--- src/rtl/spi_pkg.sv ---
// rtl/spi_pkg.sv - shared types and helpers for the SPI register-bank slave
package spi_pkg;

    typedef enum logic [1:0] {
        IDLE = 2'd0,
        ADDR = 2'd1,
        DATA = 2'd2,
        OVER = 2'd3
    } state_t;

    // Bits in one complete frame: R/W flag, address, data.
    function automatic int frame_w(input int addr_w, input int data_w);
        return 1 + addr_w + data_w;
    endfunction

    // Sample on the rising sclk edge when CPOL and CPHA agree (modes 0 and 3),
    // otherwise on the falling edge; the launch edge is always the other one.
    function automatic bit sample_on_rise(input bit cpol, input bit cpha);
        return (cpol == cpha);
    endfunction

endpackage

--- src/rtl/sync_edge_det.sv ---
// rtl/sync_edge_det.sv - multi-flop input synchronizer with rise/fall pulse outputs
module sync_edge_det #(
    parameter int STAGES    = 2,
    parameter bit RESET_VAL = 1'b0
) (
    input  logic i_clk,
    input  logic i_rst,
    input  logic i_d,
    output logic o_q,
    output logic o_rise,
    output logic o_fall
);

    logic [STAGES-1:0] r_sync;
    logic              r_prev;

    // Shift the raw pin through the synchronizer and keep one delayed copy for edges.
    always_ff @(posedge i_clk or posedge i_rst) begin
        if (i_rst) begin
            r_sync <= {STAGES{RESET_VAL}};
            r_prev <= RESET_VAL;
        end else begin
            r_sync <= {r_sync[STAGES-2:0], i_d};
            r_prev <= r_sync[STAGES-1];
        end
    end

    assign o_q    = r_sync[STAGES-1];
    assign o_rise =  o_q & ~r_prev;
    assign o_fall = ~o_q &  r_prev;

endmodule

--- src/rtl/spi_slave_regif.sv ---
// rtl/spi_slave_regif.sv - framed SPI slave driving register-bank write/read strobes
module spi_slave_regif
    import spi_pkg::*;
#(
    parameter int ADDR_W      = 8,
    parameter int DATA_W      = 8,
    parameter bit CPOL        = 1'b0,
    parameter bit CPHA        = 1'b0,
    parameter int SYNC_STAGES = 2
) (
    input  logic              i_clk,
    input  logic              i_rst,
    input  logic              i_sclk,
    input  logic              i_mosi,
    input  logic              i_ss,
    output logic              o_miso,
    output logic              o_miso_oe,
    output logic              o_wr_en,
    output logic [ADDR_W-1:0] o_wr_addr,
    output logic [DATA_W-1:0] o_wr_data,
    output logic              o_rd_req,
    output logic [ADDR_W-1:0] o_rd_addr,
    input  logic [DATA_W-1:0] i_rd_data,
    input  logic              i_rd_valid,
    output logic              o_frame_start,
    output logic              o_frame_end,
    output logic              o_frame_err,
    output logic              o_busy
);

    localparam int FRAME_W     = frame_w(ADDR_W, DATA_W);
    localparam int CNT_W       = $clog2(FRAME_W + 2);
    localparam bit SAMPLE_RISE = sample_on_rise(CPOL, CPHA);
    localparam logic [CNT_W-1:0] CNT_LAST_ADDR = CNT_W'(ADDR_W);
    localparam logic [CNT_W-1:0] CNT_LAST_DATA = CNT_W'(FRAME_W - 1);
    localparam logic [CNT_W-1:0] CNT_FULL      = CNT_W'(FRAME_W);
    localparam logic [CNT_W-1:0] CNT_SAT       = CNT_W'(FRAME_W + 1);

    logic w_sclk_q, w_sclk_rise, w_sclk_fall;
    logic w_ss_q, w_ss_rise, w_ss_fall;
    logic w_mosi, w_sample, w_launch, w_bit, w_data_launch, w_take;
    logic [FRAME_W-2:0] w_sr_next;

    state_t             r_state;
    logic [CNT_W-1:0]   r_cnt;
    logic               r_rw;
    logic [FRAME_W-2:0] r_sr;
    logic [SYNC_STAGES-1:0] r_mosi_sync;
    logic               r_frame_start, r_frame_end, r_frame_err;
    logic               r_wr_en, r_rd_req;
    logic [ADDR_W-1:0]  r_wr_addr, r_rd_addr;
    logic [DATA_W-1:0]  r_wr_data, r_miso_sr;
    logic               r_miso, r_loaded, r_launched, r_late;

    sync_edge_det #(.STAGES(SYNC_STAGES), .RESET_VAL(CPOL)) u_sync_sclk (
        .i_clk(i_clk), .i_rst(i_rst), .i_d(i_sclk),
        .o_q(w_sclk_q), .o_rise(w_sclk_rise), .o_fall(w_sclk_fall)
    );

    sync_edge_det #(.STAGES(SYNC_STAGES), .RESET_VAL(1'b1)) u_sync_ss (
        .i_clk(i_clk), .i_rst(i_rst), .i_d(i_ss),
        .o_q(w_ss_q), .o_rise(w_ss_rise), .o_fall(w_ss_fall)
    );

    // mosi gets the same latency as sclk so it lines up with the sample pulse.
    always_ff @(posedge i_clk or posedge i_rst) begin
        if (i_rst) r_mosi_sync <= '0;
        else       r_mosi_sync <= {r_mosi_sync[SYNC_STAGES-2:0], i_mosi};
    end

    assign w_mosi        = r_mosi_sync[SYNC_STAGES-1];
    assign w_sample      = (w_sclk_rise | w_sclk_fall) & (w_sclk_q == SAMPLE_RISE);
    assign w_launch      = (w_sclk_rise | w_sclk_fall) & (w_sclk_q != SAMPLE_RISE);
    assign w_bit         = w_sample & ~w_ss_q & (r_state != IDLE);
    assign w_data_launch = w_launch & ~w_ss_q & (r_state == DATA);
    assign w_take        = i_rd_valid & r_rw & (r_state == DATA) & ~r_loaded & ~r_launched;
    assign w_sr_next     = {r_sr[FRAME_W-3:0], w_mosi};

    // Frame FSM: bit counting, address/data capture and all strobes toward the bank.
    always_ff @(posedge i_clk or posedge i_rst) begin
        if (i_rst) begin
            r_state       <= IDLE;
            r_cnt         <= '0;
            r_rw          <= 1'b0;
            r_sr          <= '0;
            r_frame_start <= 1'b0;
            r_frame_end   <= 1'b0;
            r_frame_err   <= 1'b0;
            r_wr_en       <= 1'b0;
            r_wr_addr     <= '0;
            r_wr_data     <= '0;
            r_rd_req      <= 1'b0;
            r_rd_addr     <= '0;
        end else begin
            r_frame_start <= w_ss_fall;
            r_frame_end   <= w_ss_rise;
            r_frame_err   <= 1'b0;
            r_wr_en       <= 1'b0;
            r_rd_req      <= 1'b0;
            if (w_ss_rise) begin
                // End of frame wins over a coincident sample; that bit is dropped.
                r_state <= IDLE;
                if (r_state != IDLE) begin
                    if (r_cnt != CNT_FULL || r_late) begin
                        r_frame_err <= 1'b1;
                    end else if (!r_rw) begin
                        r_wr_en   <= 1'b1;
                        r_wr_addr <= r_sr[FRAME_W-2 -: ADDR_W];
                        r_wr_data <= r_sr[DATA_W-1:0];
                    end
                end
            end else if (w_ss_fall) begin
                r_state <= ADDR;
                r_cnt   <= '0;
                r_rw    <= 1'b0;
            end else if (w_bit) begin
                if (r_cnt != CNT_SAT) r_cnt <= r_cnt + 1'b1;
                if (r_cnt == '0)          r_rw <= w_mosi;
                else if (r_cnt < CNT_FULL) r_sr <= w_sr_next;
                case (r_state)
                    ADDR: if (r_cnt == CNT_LAST_ADDR) begin
                        r_state <= DATA;
                        if (r_rw) begin
                            r_rd_req  <= 1'b1;
                            r_rd_addr <= w_sr_next[ADDR_W-1:0];
                        end
                    end
                    DATA: if (r_cnt == CNT_LAST_DATA) r_state <= OVER;
                    default: ;
                endcase
            end
        end
    end

    // Read data path: load once before the first data launch, then shift out MSB first.
    always_ff @(posedge i_clk or posedge i_rst) begin
        if (i_rst) begin
            r_miso     <= 1'b0;
            r_miso_sr  <= '0;
            r_loaded   <= 1'b0;
            r_launched <= 1'b0;
            r_late     <= 1'b0;
        end else if (w_ss_fall) begin
            r_miso     <= 1'b0;
            r_miso_sr  <= '0;
            r_loaded   <= 1'b0;
            r_launched <= 1'b0;
            r_late     <= 1'b0;
        end else if (w_data_launch) begin
            r_launched <= 1'b1;
            if (!r_launched && !r_loaded) begin
                if (w_take) begin
                    // Data arriving on the deadline cycle still drives its MSB.
                    r_miso    <= i_rd_data[DATA_W-1];
                    r_miso_sr <= {i_rd_data[DATA_W-2:0], 1'b0};
                    r_loaded  <= 1'b1;
                end else begin
                    r_miso <= 1'b0;
                    r_late <= r_rw;
                end
            end else begin
                r_miso    <= r_miso_sr[DATA_W-1];
                r_miso_sr <= {r_miso_sr[DATA_W-2:0], 1'b0};
            end
        end else begin
            if (w_take) begin
                r_miso_sr <= i_rd_data;
                r_loaded  <= 1'b1;
            end
            if (r_state != DATA) r_miso <= 1'b0;
        end
    end

    assign o_miso        = r_miso;
    assign o_miso_oe     = ~w_ss_q;
    assign o_wr_en       = r_wr_en;
    assign o_wr_addr     = r_wr_addr;
    assign o_wr_data     = r_wr_data;
    assign o_rd_req      = r_rd_req;
    assign o_rd_addr     = r_rd_addr;
    assign o_frame_start = r_frame_start;
    assign o_frame_end   = r_frame_end;
    assign o_frame_err   = r_frame_err;
    assign o_busy        = (r_state != IDLE);

endmodule

--- config.mk ---
export PLATFORM = sky130hd
export DESIGN_NAME = spi_slave_regif
export DESIGN_NICKNAME = d
export VERILOG_FILES = /design/src/rtl/spi_pkg.sv /design/src/rtl/sync_edge_det.sv /design/src/rtl/spi_slave_regif.sv
export SDC_FILE = /design/constraint.sdc
export NUM_CORES = 1
export LEC_CHECK = 0
export CORE_UTILIZATION = 35
export CTS_CLUSTER_SIZE = 12
export DETAILED_ROUTE_END_ITERATION = 8
export GPL_ROUTABILITY_DRIVEN = 0
export PLACE_DENSITY = 0.52
export SLEW_MARGIN = 20
export SYNTH_ARGS = -nofsm -noshare
export SYNTH_HDL_FRONTEND = slang
export SYNTH_SLANG_ARGS = --single-unit
--- constraint.sdc ---
create_clock -name i_clk -period 2.9 [get_ports i_clk]
set_input_delay 0.435 -clock i_clk [delete_from_list [all_inputs] [get_ports i_clk]]
set_output_delay 0.435 -clock i_clk [all_outputs]
set_load 0.01 [all_outputs]
# == After elaboration in Yosys (flattened, before gate mapping) ==
# Cells that the tools add are included.
# op_classes
n_addsub,1
magnitude_cmp,1
n_eq_ne,12
n_mux,45
n_bitwise,26
reduce_logical,23
# op_table
cell,n
$mux 8,5
$mux 1,31
$mux 5,3
$and 1x1->1,14
$reduce_bool 2->1,6
$not 1->1,11
$mux 2,5
$ne 5x5->1 const B,2
$reduce_and 3->1,3
$reduce_bool 3->1,3
$reduce_and 4->1,2
$reduce_and 6->1,1
$add 5x1->5 const B,1
$eq 5x4->1 const B,1
$eq 5x5->1 const B,1
$logic_not 5->1,1
$lt 5x5->1 const B,1
$reduce_and 5->1,1
$ne 2x2->1 const B,2
$ne 4x3->1 const B,1
$ne 4x4->1 const B,1
$pmux 2 s2,1
$reduce_bool 4->1,1
$ne 3x2->1 const B,1
other kinds (8),9
# totals
regBits,73
input_bits,14
output_inout_bits,32
word_cells,130

# == Depth between registers and ports, before layout ==
# Gate-level depths: netlist (run 1).
# depth
ltp_word,9
mapped_depth,8
mapped_depth_nobuf,6

# == Hierarchy ==
# Synthesis (run 1) repeated with hierarchy kept, for this count alone.
# unflattened
hier_cells,255
area_unflattened_um2,3334.4
# modules_own_cells
module,instances,cells_per_inst,area_each_um2,seq_area_each_um2
spi_slave_regif,1,243,3143.0,1676.6
sync_edge_det (u_sync_ss),1,6,97.6,78.8
sync_edge_det (u_sync_sclk),1,6,93.8,75.1

# == Worst setup path before layout (run 1) ==
# Ideal clock, no wire load.
# synth_timing
path_kind,reg2reg
from,reg u_sync_ss.r_sync[1]
to,reg r_sr[0]
setup_ns,0.125
t_arrival_ns,1.970
t_required_ns,2.775
slack_ns,0.805
path_stages_with_launch,8
n_path_buf,2
cell_sequence,dfstp_2 -> inv_1 -> ha_1 -> clkbuf_1 -> a31oi_1 -> nand3_4 -> buf_6 -> mux2_4
# synth_via
elab_chain_len,4
# synth_lines
element,line_no,source
from (decl),sync_edge_det.sv:14,logic [STAGES-1:0] r_sync;
from (signal assigned),sync_edge_det.sv:20,r_sync <= {STAGES{RESET_VAL}};
from (signal assigned),sync_edge_det.sv:23,"r_sync <= {r_sync[STAGES-2:0], i_d};"
$not 1->1,--,
via o_miso_oe,spi_slave_regif.sv:17,"output logic o_miso_oe,"
$and 1x1->1,sync_edge_det.sv:30,assign o_fall = ~o_q & r_prev;
via u_sync_ss.o_fall,sync_edge_det.sv:11,output logic o_fall
$not 1->1 (no line),--,
$reduce_and 5->1 (no line),--,
to (signal assigned),spi_slave_regif.sv:119,else if (r_cnt < CNT_FULL) r_sr <= w_sr_next;
to (decl),spi_slave_regif.sv:47,logic [FRAME_W-2:0] r_sr;
# The timed path passes the listed nets, and every way through them passes these cells.
# A chain may end at the register's enable or synchronous reset.

# == Worst setup path in the final report (run 1) ==
# layout_timing
from,reg r_cnt[0]
to,reg r_rd_addr[7] (netlist: o_rd_addr[7])
# layout_via
elab_chain_len,2
# layout_lines
element,line_no,source
from (decl),spi_slave_regif.sv:45,logic [CNT_W-1:0] r_cnt;
from (signal assigned),spi_slave_regif.sv:117,if (r_cnt != CNT_SAT) r_cnt <= r_cnt + 1'b1;
$eq 5x4->1,spi_slave_regif.sv:121,ADDR: if (r_cnt == CNT_LAST_ADDR) begin
$reduce_and 6->1 (no line),--,
to (signal assigned),spi_slave_regif.sv:125,r_rd_addr <= w_sr_next[ADDR_W-1:0];
to (decl),spi_slave_regif.sv:51,"logic [ADDR_W-1:0] r_wr_addr, r_rd_addr;"
# Every way passes these cells.

==> results of run 1 <==
## cells in the mapped netlist (2+ instances only)
cell       n  area (sq um)
buf_6      2          22.5
o21ai_0    7          35.0
a41oi_1    2          17.5
a31oi_1    4          25.0
mux2i_1    2          20.0
dfstp_2    3          78.8
o311ai_0   2          17.5
mux2_2    30           338
ha_1       9           113
a21oi_1    3          15.0
buf_2      2          10.0
o41ai_1    9          78.8
inv_1     14          52.6
nor3_1     6          30.0
clkbuf_1   7          26.3
a211oi_1   7          52.6
nor2_1    16          60.1
o22ai_1    2          12.5
nand3b_1   2          15.0
mux2_4    10           150
nor3b_1    2          15.0
nor2b_1    8          50.1
dfrtp_1   70          1750
nand2_1   12          45.0
nand4_1    3          18.8
o21a_1     2          15.0
## cells in the final DEF (no fill, tap or decap), types with 2 or more instances in the layout
master           instances
dfrtp_1                 70
clkdlybuf4s50_1         45
mux2_2                  30
nor2_1                  16
inv_1                   13
nand2_1                 12
mux2_4                  10
o41ai_1                  9
ha_1                     9
clkbuf_8                 9
nor2b_1                  8
o21ai_0                  7
a211oi_1                 7
nor3_1                   6
buf_4                    5
a31oi_1                  4
nand4_1                  3
a21oi_1                  3
inv_6                    3
clkinvlp_4               3
dfstp_2                  3
a41oi_1                  2
o21a_1                   2
nor3b_1                  2
nand3b_1                 2
o311ai_0                 2
mux2i_1                  2
o22ai_1                  2
## metal layers
layer  global-route usage  part of all wire  up-vias  wire length (um)
li1                     -                 -     1024                 -
met1                0.217              0.51     1043              3260
met2                0.211              0.44       41              2800
met3               0.0319             0.032       10               205
met4               0.0654             0.015        0                97
met5                    0                 0        -                 0
## stage by stage
stage / setup slack [ns] / power, mW / util / instance area [sq um] / instances
finish: 0.788 / 2.45 / 0.453 / 4030 / 419
CTS: 0.767 / 2.49 / 0.453 / 4030 / 419
global placement: 0.821 / 1.71 / 0.432 / 3840 / 403
detailed placement: 0.789 / 1.71 / 0.432 / 3840 / 403
global route: 0.647 / 2.61 / 0.453 / 4030 / 419
floorplan: 0.617 / 1.55 / - / 3260 / 256
## worst register-to-register path, delay by kind of cell (launching register included)
family,cells,cell delay (ns)
AND/OR/NAND/NOR,3,0.86
flip-flops,1,0.47
adder cells (fa/ha/maj),1,0.20
buffers and inverters,1,0.14
multiplexers,1,0.33
## layout make-up
cell class,instances,share of cell area
well taps,108,0.0336
inverters,14,0.0130
clock inverters,7,0.0149
repair buffers,51,0.126
multi-input cells,157,0.327
flip-flops and latches,73,0.454
clock buffers,9,0.0308
## cells by family (layout without fill, tap and decap cells)
family	count (synthesis)	count (layout)	share of synthesized area
compound gates	42	42	0.0954
mux	42	42	0.156
fa+ha+maj	9	9	0.0345
buf+inv	26	81	0.0356
flops	73	73	0.561
simple gates	64	64	0.118
## registers in the layout (all words and copies together), names as in the netlist, 2 cells and up
signal,cells
r_sr,16
o_rd_addr,8
o_wr_addr,8
o_wr_data,8
r_miso_sr,8
r_cnt,5
r_mosi_sync,2
r_state,2
u_sync_sclk.r_sync,2
u_sync_ss.r_sync,2
## where the power goes
group	internal (mW)	total [mW]	switching [mW]
logic	0.216	0.474	0.258
registers	1.11	1.22	0.104
clock network	0.325	0.755	0.430
total	1.66	2.45	0.792
## path summary, 6_finish.rpt
| kind | startpoint | endpoint |
|---|---|---|
| worst min register to register | u_sync_ss.r_sync[0]$_DFF_PP1_ | u_sync_ss.r_sync[1]$_DFF_PP1_ |
| worst max register to register | r_cnt[0]$_DFFE_PP0P_ | o_rd_addr[7]$_DFFE_PP0P_ |
| max in group asynchronous | i_rst | u_sync_ss.r_prev$_DFF_PP1_ |
| worst max-delay path | r_cnt[0]$_DFFE_PP0P_ | o_rd_addr[7]$_DFFE_PP0P_ |
| min in group i_clk | u_sync_ss.r_sync[0]$_DFF_PP1_ | u_sync_ss.r_sync[1]$_DFF_PP1_ |
| worst min-delay path | i_rst | o_wr_addr[5]$_DFFE_PP0P_ |
==> results.ini, run 1 <==
[critical_path]
worst-path-stages = 6
crit_buf_inv = 1
cp.arrival_ns = 2.35
path_class = reg2reg
reg2regPathDepth = 6
worstPathRequired_ns = 3.13
end_kind = register
crit_family = simple AND/OR/NAND/NOR gates
cp_slowest_cell = dfrtp_1
crit_chain = inv_1, ha_1, nor4bb_1, and4_1, nand2_2, mux2_2
cp-start-kind = register
worstPathMaxFanout = 8
r2r_setup_slack_ns = 0.79
crit_path_max_incr_delay_ns = 0.47

[synthesis]
netlist_instances = 256
synth_edf_count = 0
synth_area_sq_um = 3260
ys_async_sr_fraction = 1.00
synth.avg_cell_area_sq_um = 12.8
synth-seq-area-share = 0.561
synth_nets = 279
ys_seq_elements = 73
yosys_warnings = 0
synth_cell_types = 46
ys.flop_type = dfrtp_1

[final_layout]
num-nets-final = 329
area_delta_synth_final_pct = 23.4
regArea_sq_um = 1830
multi_input_area_sq_um = 1320
drive_above_1_share = 0.241
fillerInstances = 842
diodes = 0

[timing]
finalSetupTns_ns = 0
skew_ns = 0.00800
slew_headroom = 0.362
finalHoldViolations = 0
rsz0062_at_grt = no
max_freq_ghz = 0.473
finalSetupViolCount = 0
finalMaxSlewViolations = 0
whs_ns = 0.355
worst_pin_slew_ns = 0.954
period_needed_ns = 2.11
min_period_over_period = 0.728

[run_status]
status = finished, final reports clean

[place]
place_hpwl_um = 4180
io_buffers = 45

[drt]
drt-vias-per-instance = 5.05
drc = 0
drtPass1Iterations = 6
drtIter0Drc = 56
postRouteAntennaNets = 0
vias = 2118
post_drt_wl_per_cell_um = 15.2
totalWireLength_um = 6360

[floorplanning]
fp.dieH_um = 98.6
ios = 46
core_sq_um = 8890
die-width_um = 98.6
dieArea_sq_um = 9720
rows = 34
initial_core_util = 0.367

[global_route]
antenna_found_initial = 0
grt_start_max_net_pins = 46
grt_pass1_vias = 2112
grt_usage = 0.148
grt-ovfl-total = 0
grt_pass1_wl_um = 11200

[clocking]
cts_hold_buf = 0
htreeDepth = 3
clockBufferDepth = 2
clk_latency_ns = 0.35
path_clk_slew_ns = 0.09
cts_tree = yes
numCtsBuffers = 9
post_cts_buffers = 0
post_cts_resized = 0
clock_sinks = 73
cts_root_buf = clkbuf_8

[power_and_ir_drop]
peakVddDrop_mv = 0.203
p_per_area_nw_per_um2 = 608
p_leak_nw = 1.84

[job]
drv_cap = 0

[hold_path]
hp-class = in2async

(Power assumes the default switching activity.)
==> run 2, diff against run 1 <==
Clock period 2.9 ns to 2.2 ns, I/O delays scaled along.
==> run 2 against run 1 <==
Flip-flop and latch count unchanged; sequential power increased by 30%; critical path depth unchanged; via count increased by 2.5%; clock power increased by 38%; setup slack got worse by 0.68 ns.
==> results.ini, run 2 (synthesis gave the netlist of run 1 again) <==
[drt]
postRouteAntennaNets = 0  ; unchanged
post_drt_wl_per_cell_um = 15.2  ; +0.12%
totalWireLength_um = 6460  ; +1.6%
drtIter0Drc = 109  ; +95%
drtPass1Iterations = 4  ; -2
drt-vias-per-instance = 5.11  ; +1.1%
drc = 0  ; unchanged
vias = 2172  ; +2.5%

[place]
io_buffers = 45  ; unchanged
post_dp_cell_area_sq_um = 3880  ; +0.98%
pre_cts_slack_ns = 0.0649  ; -0.724 ns
place_hpwl_um = 4220  ; +1.1%

[floorplanning]
initial_core_util = 0.367  ; unchanged
fp.dieH_um = 98.6  ; unchanged
core_sq_um = 8890  ; unchanged
ios = 46  ; unchanged
rows = 34  ; unchanged
die-width_um = 98.6  ; unchanged
dieArea_sq_um = 9720  ; unchanged

[final_layout]
multi_input_area_sq_um = 1320  ; unchanged
num-nets-final = 335  ; +1.8%
diodes = 0  ; unchanged
top_register = r_sr
area_delta_synth_final_pct = 25.5
drive_above_1_share = 0.252  ; +0.0112
regArea_sq_um = 1830  ; unchanged
fin_area_sq_um = 4100  ; +1.7%
final_common_cell = dfrtp_1
final_cell_mix = 70 x dfrtp_1, 45 x clkdlybuf4s50_1, 30 x mux2_2, 16 x nor2_1, 13 x inv_1
largest_reg_flops = 16  ; unchanged
fillerInstances = 818  ; -2.9%

[clocking]
cts_hold_buf = 0  ; unchanged
htreeDepth = 3  ; unchanged
cts_root_buf = clkbuf_8
numCtsBuffers = 9  ; unchanged
clock_sinks = 73  ; unchanged
path_clk_slew_ns = 0.08  ; about the same
clk_latency_ns = 0.34  ; about the same
clockBufferDepth = 2  ; unchanged
cts_tree = yes

[critical_path]
worstPathRequired_ns = 2.43  ; -0.70 ns
worstPathMaxFanout = 5  ; -3
r2r-end = r_cnt[0]$_DFFE_PP0P_
cp-start-kind = register
cp.arrival_ns = 2.31  ; -0.04 ns
crit_chain = inv_1, ha_1, or4b_4, a31oi_1, nor3_1, a221o_1
crit_family = compound AO/OA/AOI/OAI gates
crit_buf_inv = 1  ; unchanged
r2r_setup_slack_ns = 0.11  ; -0.68 ns
crit_path_max_incr_delay_ns = 0.53  ; +0.06 ns
crit_start = r_state[1]$_DFFE_PP0P_
r2r-start = r_state[1]$_DFFE_PP0P_
reg2regPathDepth = 6  ; unchanged
path_class = reg2reg
cp_slowest_cell = or4b_4
end_kind = register

[hold_path]
hp-class = reg2reg
holdCritStartpoint = r_mosi_sync[0]$_DFF_PP0_
min_path_cells = 0
hold_end = r_mosi_sync[1]$_DFF_PP0_

[timing]
slew_headroom = 0.682  ; +0.320
max_freq_ghz = 0.479  ; +1.2%
finalHoldViolations = 0  ; unchanged
min_period_over_period = 0.949  ; +0.221
whs_ns = 0.351  ; -0.00364 ns
worst_pin_slew_ns = 0.475  ; -0.478 ns
period_needed_ns = 2.09  ; -0.0240 ns
finalMaxSlewViolations = 0  ; unchanged
finalSetupTns_ns = 0  ; unchanged
finalSetupViolCount = 0  ; unchanged
worst_slack_ns = 0.112  ; -0.676 ns
rsz0062_at_grt = no
skew_ns = 0.0114  ; +0.00337 ns

[power_and_ir_drop]
p_leak_nw = 1.89  ; +2.3%
p_total_mw = 3.33  ; +36%
peakVddDrop_mv = 0.360  ; +78%
p_per_area_nw_per_um2 = 812  ; +34%

[global_route]
grt_start_max_net_pins = 74  ; +61%
grt-ovfl-total = 0  ; unchanged
antenna_found_initial = 0  ; unchanged
grt_pass1_wl_um = 11000  ; -1.7%
grt_pass1_vias = 2155  ; +2.0%
grt_usage = 0.146  ; -0.00193

[run_status]
status = finished, final reports clean

[job]
drv_cap = 0  ; unchanged

[run 2: cell count changes in the layout (fill, tap and decap cells not counted)]
cell	delta
clkinv_2	+1
inv_6	-2
bufinv_16	+1
buf_4	+5
clkinv_4	+1
inv_8	-1
clkinvlp_4	-1
buf_12	+1
clkbuf_1	+1
[run 2: repair_timing]
action / 4_1_cts / 5_1_grt
resized for setup: 0 / 0
endpoints found under the setup margin: 0 / 16
endpoints found under the hold margin: 0 / 0
setup buffers: 0 / 1
[run 2: layout make-up]
cell class                 instances  share of cell area
clock buffer                      10              0.0312
clock inverter                     6              0.0165
multi-input combinational        157               0.322
tap                              108              0.0330
inverter                          14              0.0128
sequential                        73               0.447
timing repair buffer              57               0.138
[run 2: where the power goes]
group	switching (mW)	internal [mW]
Clock	0.514	0.529
Sequential	0.119	1.47
Combinational	0.373	0.321
[run 2: worst max path at each step]
stage / end / slack [ns] / depth (start not counted)
after floorplan: o_frame_end$_DFF_PP0_ / 0.02 / 1
after global placement: r_sr[5]$_DFFE_PP0P_ / 0.14 / 6
after detailed placement: r_sr[3]$_DFFE_PP0P_ / 0.06 / 6
after CTS: r_sr[3]$_DFFE_PP0P_ / 0.05 / 6
after global routing: r_cnt[0]$_DFFE_PP0P_ / 0.03 / 6
final: r_cnt[0]$_DFFE_PP0P_ / 0.11 / 6
[run 2: layer usage]
| layer | track usage | up-vias | wire length (um) |
|---|---|---|---|
| met1 | 0.210 | 1083 | 3260 |
| met2 | 0.214 | 43 | 2940 |
| met5 | 0 | - | 0 |
| met4 | 0.0620 | 0 | 58 |
| li1 | - | 1040 | - |
| met3 | 0.0319 | 6 | 200 |
[run 2: worst reg2reg max path, stage by stage (launching register included)]
cell and delay (ns):
dfrtp_1 0.38, inv_1 0.09, ha_1 0.22, or4b_4 0.53
a31oi_1 0.41, nor3_1 0.09, a221o_1 0.27
[run 2: metrics by stage]
step | util | std cells
4_1_cts | 0.458 | 424
3_3_place_gp | 0.437 | 408
2_1_floorplan | - | 256
5_1_grt | 0.461 | 425
6_report | 0.461 | 425
3_5_place_dp | 0.437 | 408
